<file path="config.mk">
export PLATFORM = sky130hd
export DESIGN_NAME = relu_maxpool2x2_stream_flat
export DESIGN_NICKNAME = d
export VERILOG_FILES = /design/src/rtl/relu_maxpool2x2_stream_if.sv /design/src/rtl/relu_maxpool2x2_stream.sv /design/src/flat_wrapper.sv
export SDC_FILE = /design/constraint.sdc
export NUM_CORES = 1
export LEC_CHECK = 0
export BUFFER_PORTS_ARGS = -buffer_cell sky130_fd_sc_hd__buf_4
export CORE_MARGIN = 2
export CORE_UTILIZATION = 55
export DETAILED_ROUTE_END_ITERATION = 12
export PLACE_DENSITY = 0.79
export SLEW_MARGIN = 20
export SYNTH_ARGS = -nofsm -noshare
export SYNTH_HDL_FRONTEND = slang
export SYNTH_SLANG_ARGS = --single-unit
</file>
<file path="constraint.sdc">
create_clock -name clk_1 -period 5.55 [get_ports clk_1]
set_input_delay 0.2775 -clock clk_1 [delete_from_list [all_inputs] [get_ports clk_1]]
set_output_delay 0.2775 -clock clk_1 [all_outputs]
set_load 0.03 [all_outputs]
</file>
<file path="src/rtl/relu_maxpool2x2_stream_if.sv">
// Stream bundle for relu_maxpool2x2_stream.
//   master : the producer side. It drives in_valid/in_data/in_last and observes
//            out_valid/out_data/out_addr/out_last.
//   slave  : the pooling stage. It consumes the conv pixel stream and drives the
//            pooled output stream.
// No backpressure in either direction: a valid is a one-cycle transfer.
interface relu_maxpool2x2_stream_if #(
  parameter int DATA_WIDTH = 16,
  parameter int ADDR_W     = 13
);
  logic                  in_valid;
  logic [DATA_WIDTH-1:0] in_data;
  logic                  in_last;
  logic                  out_valid;
  logic [DATA_WIDTH-1:0] out_data;
  logic [ADDR_W-1:0]     out_addr;
  logic                  out_last;

  modport master (
    output in_valid, in_data, in_last,
    input  out_valid, out_data, out_addr, out_last
  );

  modport slave (
    input  in_valid, in_data, in_last,
    output out_valid, out_data, out_addr, out_last
  );
endinterface

</file>
<file path="src/rtl/relu_maxpool2x2_stream.sv">
// ReLU followed by 2x2 stride-2 max pooling over a raster-order fp16 pixel stream.
// A half-width line buffer holds the horizontal pair maxima of each even row.
// Those maxima are combined with the pair maxima of the following odd row.
// Pooled pixels leave with a sequential feature-map address.
// Ports:
//   clk_1      clock
//   reset      asynchronous, active-low reset
//   bus        stream interface (slave): in_valid/in_data/in_last in;
//              out_valid/out_data/out_addr/out_last out (registered, 1-cycle pulses)
//   err_clr    synchronous clear of err_frame
//   frame_done 1-cycle pulse, the cycle after the final input pixel of a frame
//   err_frame  sticky flag: in_last did not coincide with the final pixel
module relu_maxpool2x2_stream #(
  parameter int DATA_WIDTH = 16,
  parameter int MAP_W      = 84,
  parameter int MAP_H      = 84,
  parameter int ADDR_W     = 13
) (
  input  logic                        clk_1,
  input  logic                        reset,
  relu_maxpool2x2_stream_if.slave     bus,
  input  logic                        err_clr,
  output logic                        frame_done,
  output logic                        err_frame
);

  localparam int HALF_W = MAP_W / 2;
  localparam int COL_W  = (MAP_W > 1) ? $clog2(MAP_W) : 1;
  localparam int ROW_W  = (MAP_H > 1) ? $clog2(MAP_H) : 1;
  localparam int LB_AW  = (HALF_W > 1) ? $clog2(HALF_W) : 1;
  localparam int TOTAL  = (MAP_W / 2) * (MAP_H / 2);

  localparam logic [COL_W-1:0]  COL_MAX  = COL_W'(MAP_W - 1);
  localparam logic [ROW_W-1:0]  ROW_MAX  = ROW_W'(MAP_H - 1);
  localparam logic [ADDR_W-1:0] ADDR_MAX = ADDR_W'(TOTAL - 1);

  typedef enum logic [1:0] {IDLE, EVEN_ROW, ODD_ROW, DONE} state_t;

  state_t                state_q, state_d;
  logic [COL_W-1:0]      col_q, col_d;
  logic [ROW_W-1:0]      row_q, row_d;
  logic [DATA_WIDTH-1:0] hold_q, hold_d;
  logic [ADDR_W-1:0]     addr_cnt_q, addr_cnt_d;
  logic                  out_valid_q, out_valid_d;
  logic [DATA_WIDTH-1:0] out_data_q, out_data_d;
  logic [ADDR_W-1:0]     out_addr_q, out_addr_d;
  logic                  out_last_q, out_last_d;
  logic                  err_frame_q, err_frame_d;

  logic [DATA_WIDTH-1:0] lbuf_q [HALF_W];
  logic                  lbuf_we;
  logic [LB_AW-1:0]      lbuf_idx;
  logic [DATA_WIDTH-1:0] lbuf_wdata;

  logic [DATA_WIDTH-1:0] pix_relu;
  logic                  is_final;
  logic                  odd_row;
  logic                  err_set;

  // Negative values and NaNs clamp to +0. +Inf passes through unchanged.
  function automatic logic [DATA_WIDTH-1:0] relu(input logic [DATA_WIDTH-1:0] x);
    if (x[15])                             return '0;
    if ((x[14:10] == 5'h1F) && (x[9:0] != 10'd0)) return '0;
    return x;
  endfunction

  // After ReLU every operand is a non-negative fp16 value.
  // For those, the raw bit patterns order the same way as the numbers they encode.
  function automatic logic [DATA_WIDTH-1:0] max2(input logic [DATA_WIDTH-1:0] a,
                                                 input logic [DATA_WIDTH-1:0] b);
    return (a > b) ? a : b;
  endfunction

  assign pix_relu = relu(bus.in_data);
  assign is_final = (row_q == ROW_MAX) && (col_q == COL_MAX);
  assign odd_row  = (state_q == ODD_ROW);
  assign lbuf_idx = LB_AW'(col_q >> 1);

  always_comb begin
    state_d     = state_q;
    col_d       = col_q;
    row_d       = row_q;
    hold_d      = hold_q;
    addr_cnt_d  = addr_cnt_q;
    out_valid_d = 1'b0;
    out_data_d  = out_data_q;
    out_addr_d  = out_addr_q;
    out_last_d  = 1'b0;
    lbuf_we     = 1'b0;
    lbuf_wdata  = max2(hold_q, pix_relu);
    err_set     = 1'b0;

    if (state_q == DONE) state_d = IDLE;

    if (bus.in_valid) begin
      if (bus.in_last && !is_final) begin
        // Premature end of frame: discard the pixel and restart at (0,0).
        err_set    = 1'b1;
        col_d      = '0;
        row_d      = '0;
        addr_cnt_d = '0;
        state_d    = IDLE;
      end else begin
        if (is_final && !bus.in_last) err_set = 1'b1;

        if (!col_q[0]) begin
          hold_d = pix_relu;
        end else if (!odd_row) begin
          lbuf_we = 1'b1;
        end else begin
          out_valid_d = 1'b1;
          out_data_d  = max2(lbuf_q[lbuf_idx], max2(hold_q, pix_relu));
          out_addr_d  = addr_cnt_q;
          out_last_d  = (addr_cnt_q == ADDR_MAX);
          addr_cnt_d  = (addr_cnt_q == ADDR_MAX) ? '0 : addr_cnt_q + ADDR_W'(1);
        end

        if (col_q == COL_MAX) begin
          col_d = '0;
          row_d = is_final ? '0 : row_q + ROW_W'(1);
        end else begin
          col_d = col_q + COL_W'(1);
        end

        // IDLE and DONE are only ever left at pixel (0,0), so they process as an even row.
        if (is_final)              state_d = DONE;
        else if (col_q == COL_MAX) state_d = odd_row ? EVEN_ROW : ODD_ROW;
        else                       state_d = odd_row ? ODD_ROW : EVEN_ROW;
      end
    end

    // A new error takes precedence over a simultaneous clear.
    err_frame_d = err_set ? 1'b1 : (err_clr ? 1'b0 : err_frame_q);
  end

  always_ff @(posedge clk_1 or negedge reset) begin
    if (!reset) begin
      state_q     <= IDLE;
      col_q       <= '0;
      row_q       <= '0;
      hold_q      <= '0;
      addr_cnt_q  <= '0;
      out_valid_q <= 1'b0;
      out_data_q  <= '0;
      out_addr_q  <= '0;
      out_last_q  <= 1'b0;
      err_frame_q <= 1'b0;
    end else begin
      state_q     <= state_d;
      col_q       <= col_d;
      row_q       <= row_d;
      hold_q      <= hold_d;
      addr_cnt_q  <= addr_cnt_d;
      out_valid_q <= out_valid_d;
      out_data_q  <= out_data_d;
      out_addr_q  <= out_addr_d;
      out_last_q  <= out_last_d;
      err_frame_q <= err_frame_d;
    end
  end

  // The line buffer has no reset. It is written during even rows and read during odd rows.
  always_ff @(posedge clk_1) begin
    if (lbuf_we) lbuf_q[lbuf_idx] <= lbuf_wdata;
  end

  assign bus.out_valid = out_valid_q;
  assign bus.out_data  = out_data_q;
  assign bus.out_addr  = out_addr_q;
  assign bus.out_last  = out_last_q;
  assign frame_done    = (state_q == DONE);
  assign err_frame     = err_frame_q;

endmodule

</file>
<file path="src/flat_wrapper.sv">
// flat-port wrapper written by rule: the top's interface ports become plain ports
module relu_maxpool2x2_stream_flat 
#(
  parameter int DATA_WIDTH = 16,
  parameter int MAP_W      = 84,
  parameter int MAP_H      = 84,
  parameter int ADDR_W     = 13
)
  (clk_1, reset, err_clr, frame_done, err_frame, bus_in_valid, bus_in_data, bus_in_last, bus_out_valid, bus_out_data, bus_out_addr, bus_out_last);
  relu_maxpool2x2_stream_if #(.DATA_WIDTH(DATA_WIDTH), .ADDR_W(ADDR_W)) bus_i ();
  input  logic clk_1;
  input  logic reset;
  input  logic err_clr;
  output logic frame_done;
  output logic err_frame;
  input wire logic [$bits(bus_i.in_valid)-1:0] bus_in_valid;
  input wire logic [$bits(bus_i.in_data)-1:0] bus_in_data;
  input wire logic [$bits(bus_i.in_last)-1:0] bus_in_last;
  output wire logic [$bits(bus_i.out_valid)-1:0] bus_out_valid;
  output wire logic [$bits(bus_i.out_data)-1:0] bus_out_data;
  output wire logic [$bits(bus_i.out_addr)-1:0] bus_out_addr;
  output wire logic [$bits(bus_i.out_last)-1:0] bus_out_last;
  assign bus_i.in_valid = bus_in_valid;
  assign bus_i.in_data = bus_in_data;
  assign bus_i.in_last = bus_in_last;
  assign bus_out_valid = bus_i.out_valid;
  assign bus_out_data = bus_i.out_data;
  assign bus_out_addr = bus_i.out_addr;
  assign bus_out_last = bus_i.out_last;
  relu_maxpool2x2_stream #(.DATA_WIDTH(DATA_WIDTH), .MAP_W(MAP_W), .MAP_H(MAP_H), .ADDR_W(ADDR_W)) u_core (.clk_1(clk_1), .reset(reset), .bus(bus_i), .err_clr(err_clr), .frame_done(frame_done), .err_frame(err_frame));
endmodule
</file>
==> flow_summary.html <==
<table>
<tr><th>Metric</th><th>Value</th></tr>
<tr><th colspan="2">Clock network</th></tr>
<tr><td>Number of sinks on the clock net</td><td>705</td></tr>
<tr><td>Number of buffers added for setup after CTS</td><td>0</td></tr>
<tr><td>Maximum number of buffers from clock root to sink</td><td>3</td></tr>
<tr><td>Clock latency at the later pin of the worst-skew pair</td><td>610 ps</td></tr>
<tr><td># H-tree levels</td><td>3</td></tr>
<tr><td>Clk root buf</td><td>sky130_fd_sc_hd__clkbuf_16</td></tr>
<tr><td>Inserted Clock Buffers</td><td>69</td></tr>
<tr><td>CTS tree</td><td>done</td></tr>
<tr><td>Post-cts sizing count</td><td>0</td></tr>
<tr><td>Clock transition at path regs</td><td>60 ps</td></tr>
<tr><th colspan="2">Die</th></tr>
<tr><td>Total I/O pin count</td><td>54</td></tr>
<tr><td>Die span in x</td><td>232 µm</td></tr>
<tr><td>Die Y-Extent</td><td>232 µm</td></tr>
<tr><td>Floorplan row count</td><td>83</td></tr>
<tr><td>Initial Utilization</td><td>55.7%</td></tr>
<tr><td>Die area</td><td>0.0539 mm²</td></tr>
<tr><td>CORE AREA</td><td>0.0514 mm²</td></tr>
<tr><th colspan="2">Worst setup path</th></tr>
<tr><td>WP data arrival</td><td>5750 ps</td></tr>
<tr><td>Maximum fanout along the worst path</td><td>41</td></tr>
<tr><td>Required time of the critical path</td><td>6090 ps</td></tr>
<tr><td>Crit Path Class</td><td>flip-flop to flip-flop</td></tr>
<tr><td>Startpoint Class</td><td>flip-flop</td></tr>
<tr><td>Endpoint kind of the worst setup timing path</td><td>flip-flop</td></tr>
<tr><td>Slack of the worst reg-to-reg path</td><td>330 ps</td></tr>
<tr><th colspan="2">Timing</th></tr>
<tr><td>Total setup violations reported at the end of the flow</td><td>0</td></tr>
<tr><td>Count of endpoints failing hold in the final timing report</td><td>0</td></tr>
<tr><td>Slew headroom</td><td>32.2%</td></tr>
<tr><td>Min cycle time layout</td><td>5220 ps</td></tr>
<tr><td>Setup skew after layout</td><td>28.7 ps</td></tr>
<tr><td>Top achievable clock speed</td><td>192 MHz</td></tr>
<tr><td>Setup repair after global routing missed its margin</td><td>no</td></tr>
<tr><td>Final Hold Slack</td><td>23.6 ps</td></tr>
<tr><td>Final clock period utilization by the worst path</td><td>94.0%</td></tr>
<tr><td>Final sum of negative setup slack</td><td>0 ps</td></tr>
<tr><td>Actual slew at the worst max-slew pin</td><td>1010 ps</td></tr>
<tr><td>Max Transition Viols Final</td><td>0</td></tr>
<tr><th colspan="2">GRT</th></tr>
<tr><td>Vias in the first global route</td><td>17800</td></tr>
<tr><td>Initial antenna violation count</td><td>1</td></tr>
<tr><td>Global-route congestion overflow total</td><td>0</td></tr>
<tr><td>Total GRT Usage</td><td>28.4%</td></tr>
<tr><td>Largest net degree at the start of global routing</td><td>76</td></tr>
<tr><td>First-pass GRT wire length</td><td>112 mm</td></tr>
<tr><th colspan="2">Layout</th></tr>
<tr><td>Commonest cells after routing, fill and taps aside</td><td>sky130_fd_sc_hd__edfxtp_1 (630), sky130_fd_sc_hd__nand2_1 (167), sky130_fd_sc_hd__buf_4 (159)</td></tr>
<tr><td>Area overhead of the layout relative to synthesis</td><td>14.1%</td></tr>
<tr><td>Share of post-route cells with drive strength above 1</td><td>19.3%</td></tr>
<tr><td>Final Instance Area</td><td>0.0327 mm²</td></tr>
<tr><td>Leading cell type in the layout, fill and taps excluded</td><td>sky130_fd_sc_hd__edfxtp_1</td></tr>
<tr><td># diodes</td><td>0</td></tr>
<tr><td>Final Net Count</td><td>2001</td></tr>
<tr><th colspan="2">Synth</th></tr>
<tr><td>Synth Cell Area</td><td>0.0286 mm²</td></tr>
<tr><td>Synthesized area divided by synthesized cell count</td><td>15.7 µm²</td></tr>
<tr><td>Share of the yosys chip area belonging to registers</td><td>72.7%</td></tr>
<tr><td>Count of mapped cells out of synthesis</td><td>1820</td></tr>
<tr><td>Synth unique cells</td><td>69</td></tr>
<tr><td>Largest cells by area after synthesis</td><td>sky130_fd_sc_hd__edfxtp_1 (66%), sky130_fd_sc_hd__dfrtp_1 (6.6%), sky130_fd_sc_hd__mux4_2 (4.7%)</td></tr>
<tr><td>Number of enable-type register cells in the synthesized netlist</td><td>630</td></tr>
<tr><td>Main flop type after synthesis</td><td>sky130_fd_sc_hd__edfxtp_1</td></tr>
<tr><td>FFs w/ async S/R, synth</td><td>10.6%</td></tr>
<tr><td>Number of nets produced by synthesis</td><td>1875</td></tr>
<tr><td>Warnings, synthesis</td><td>0</td></tr>
<tr><td>Post-synthesis cell type with the largest combined area</td><td>sky130_fd_sc_hd__edfxtp_1</td></tr>
<tr><td>Fraction of synthesized cell area taken by the top area cell type</td><td>66.1%</td></tr>
<tr><td>Synthesis-stage register bit count</td><td>705</td></tr>
<tr><th colspan="2">Place</th></tr>
<tr><td>Post-place instance area</td><td>0.0305 mm²</td></tr>
<tr><td>Quantity of I/O buffers inserted on ports</td><td>52</td></tr>
<tr><td>DP Wirelength</td><td>46.2 mm</td></tr>
<tr><td>Routability congestion estimate from global placement</td><td>0.898</td></tr>
<tr><th colspan="2">Pwr</th></tr>
<tr><td>Worst vdd ir</td><td>397 µV</td></tr>
<tr><td>Total leakage power</td><td>11.1 nW</td></tr>
<tr><td>Ratio of total power to cell area</td><td>371 mW/mm²</td></tr>
<tr><th colspan="2">Detailed routing</th></tr>
<tr><td>Total Wirelength</td><td>75.5 mm</td></tr>
<tr><td>WL per Instance</td><td>28.2 µm</td></tr>
<tr><td>Vias per inst</td><td>6.75</td></tr>
<tr><td>Number of design rule violations left after detail routing</td><td>0</td></tr>
<tr><td>First-pass DRT Iterations</td><td>6</td></tr>
<tr><td>Antenna viol nets, final</td><td>0</td></tr>
<tr><td>Iteration-0 DRC count of the detailed router</td><td>3127</td></tr>
<tr><td>Via count</td><td>18100</td></tr>
<tr><th colspan="2">Run</th></tr>
<tr><td>Number of max-cap violations</td><td>0</td></tr>
<tr><th colspan="2">Status</th></tr>
<tr><td>Status</td><td>completed</td></tr>
<tr><th colspan="2">Min path</th></tr>
<tr><td>Worst min path class</td><td>primary input to flip-flop</td></tr>
</table>
-- stage by stage --
step	power, W	std cells	utilization, %	setup WS [ps]
detailed placement	0.00771	2552	59.3	386
global placement	0.00764	2551	59.2	175
floorplan	0.00707	1820	-	25.3
CTS	0.0121	2679	63.5	440
global route	0.0124	2679	63.5	89.8
finish	0.0121	2679	63.5	332
-- logic make-up (layout without fill, tap and decap cells) --
| family | count (synthesis) | count (layout) | share of synthesized area, % |
|---|---|---|---|
| xor+xnor | 10 | 10 | 0.306 |
| compound gates | 371 | 371 | 9.07 |
| buf+inv | 151 | 330 | 2.31 |
| fa+ha+maj | 34 | 34 | 1.49 |
| simple gates | 405 | 405 | 6.35 |
| flops | 705 | 705 | 72.7 |
| mux | 143 | 143 | 7.81 |
| other cells | 1 | 1 | 0.0131 |
-- repair_timing --
action	4_1_cts	5_1_grt
hold buffers	3	0
setup endpoints to repair	0	0
endpoints found under the hold margin	79	0
-- metal layers --
layer  routed length (µm)  vias to the layer above  track usage [%]
li1                     -                     7465                -
met1                26700                     8905             38.1
met2                35200                     1423             44.0
met3                 9590                      282             6.63
met4                 4050                        0             14.2
met5                    0                        -                0
-- flip-flops by register name, indices dropped and copies added (netlist names) --
signal,flops
u_core.lbuf_q,630
u_core.bus.out_data,15
u_core.hold_q,15
u_core.addr_cnt_q,13
u_core.bus.out_addr,13
u_core.col_q,7
u_core.row_q,7
u_core.state_q,2
u_core.bus.out_last,1
u_core.bus.out_valid,1
u_core.err_frame,1
-- path summary, 6_finish.rpt --
check	depth (start not counted)	end	startpoint
max	16	u_core.bus.out_data[6]	u_core.col_q[1]
min	3	u_core.err_frame	bus_in_last
max reg2reg	16	u_core.bus.out_data[6]	u_core.col_q[1]
min reg2reg	2	u_core.bus.out_addr[10]	u_core.bus.out_addr[10]
max in group asynchronous	2	u_core.col_q[3]	reset
min in group asynchronous	2	u_core.row_q[5]	reset
-- worst max-delay path, cell delays in order (launching register included) --
cell                        delay [ps]
sky130_fd_sc_hd__dfrtp_4           890
sky130_fd_sc_hd__buf_4             420
sky130_fd_sc_hd__buf_4             300
sky130_fd_sc_hd__mux4_2            540
sky130_fd_sc_hd__nand2_1           110
sky130_fd_sc_hd__a21oi_1           180
sky130_fd_sc_hd__a211oi_1          240
sky130_fd_sc_hd__nand3_1           320
sky130_fd_sc_hd__ha_1              420
sky130_fd_sc_hd__a21oi_1           140
sky130_fd_sc_hd__nor2_1             50
sky130_fd_sc_hd__a2111oi_0         490
sky130_fd_sc_hd__buf_4             220
sky130_fd_sc_hd__mux2i_1           110
sky130_fd_sc_hd__and2_1            340
sky130_fd_sc_hd__nor3_1            220
sky130_fd_sc_hd__a221o_1           130
-- cells in the mapped netlist (8+ instances only) --
master	instances
sky130_fd_sc_hd__a22oi_1	65
sky130_fd_sc_hd__a221oi_1	74
sky130_fd_sc_hd__and3_1	11
sky130_fd_sc_hd__ha_1	34
sky130_fd_sc_hd__edfxtp_1	630
sky130_fd_sc_hd__buf_2	30
sky130_fd_sc_hd__inv_1	35
sky130_fd_sc_hd__o21ai_0	55
sky130_fd_sc_hd__nor2_1	108
sky130_fd_sc_hd__mux2_2	26
sky130_fd_sc_hd__o221ai_1	18
sky130_fd_sc_hd__nand4_1	18
sky130_fd_sc_hd__mux2_1	17
sky130_fd_sc_hd__o22ai_1	20
sky130_fd_sc_hd__clkbuf_1	62
sky130_fd_sc_hd__mux4_2	60
sky130_fd_sc_hd__buf_1	9
sky130_fd_sc_hd__a21oi_1	47
sky130_fd_sc_hd__nand2_1	167
sky130_fd_sc_hd__nor2b_1	9
sky130_fd_sc_hd__nor3_1	25
sky130_fd_sc_hd__dfrtp_1	75
sky130_fd_sc_hd__nand3_1	25
sky130_fd_sc_hd__mux2i_1	40
sky130_fd_sc_hd__o21ai_1	32
sky130_fd_sc_hd__nor4_1	8
-- report_power, final --
part / total (W) / leakage, nW / switching [W] / internal [W]
combinational: 0.00152 / 3.24 / 0.00103 / 0.000487
sequential: 0.00613 / 6.78 / 0.0000574 / 0.00607
clock: 0.00448 / 1.05 / 0.00196 / 0.00253
total: 0.0121 / 11.1 / 0.00304 / 0.00909
-- area by class of cell --
| cell class | count | area [µm²] |
|---|---|---|
| Multi-Input combinational cell | 964 | 7390 |
| Inverter | 39 | 146 |
| Clock inverter | 39 | 327 |
| Timing Repair Buffer | 167 | 1330 |
| Fill cell | 3434 | 18700 |
| Tap cell | 680 | 851 |
| Sequential cell | 705 | 20800 |
| Clock buffer | 85 | 1820 |
Power figures use the tool's default switching activity.
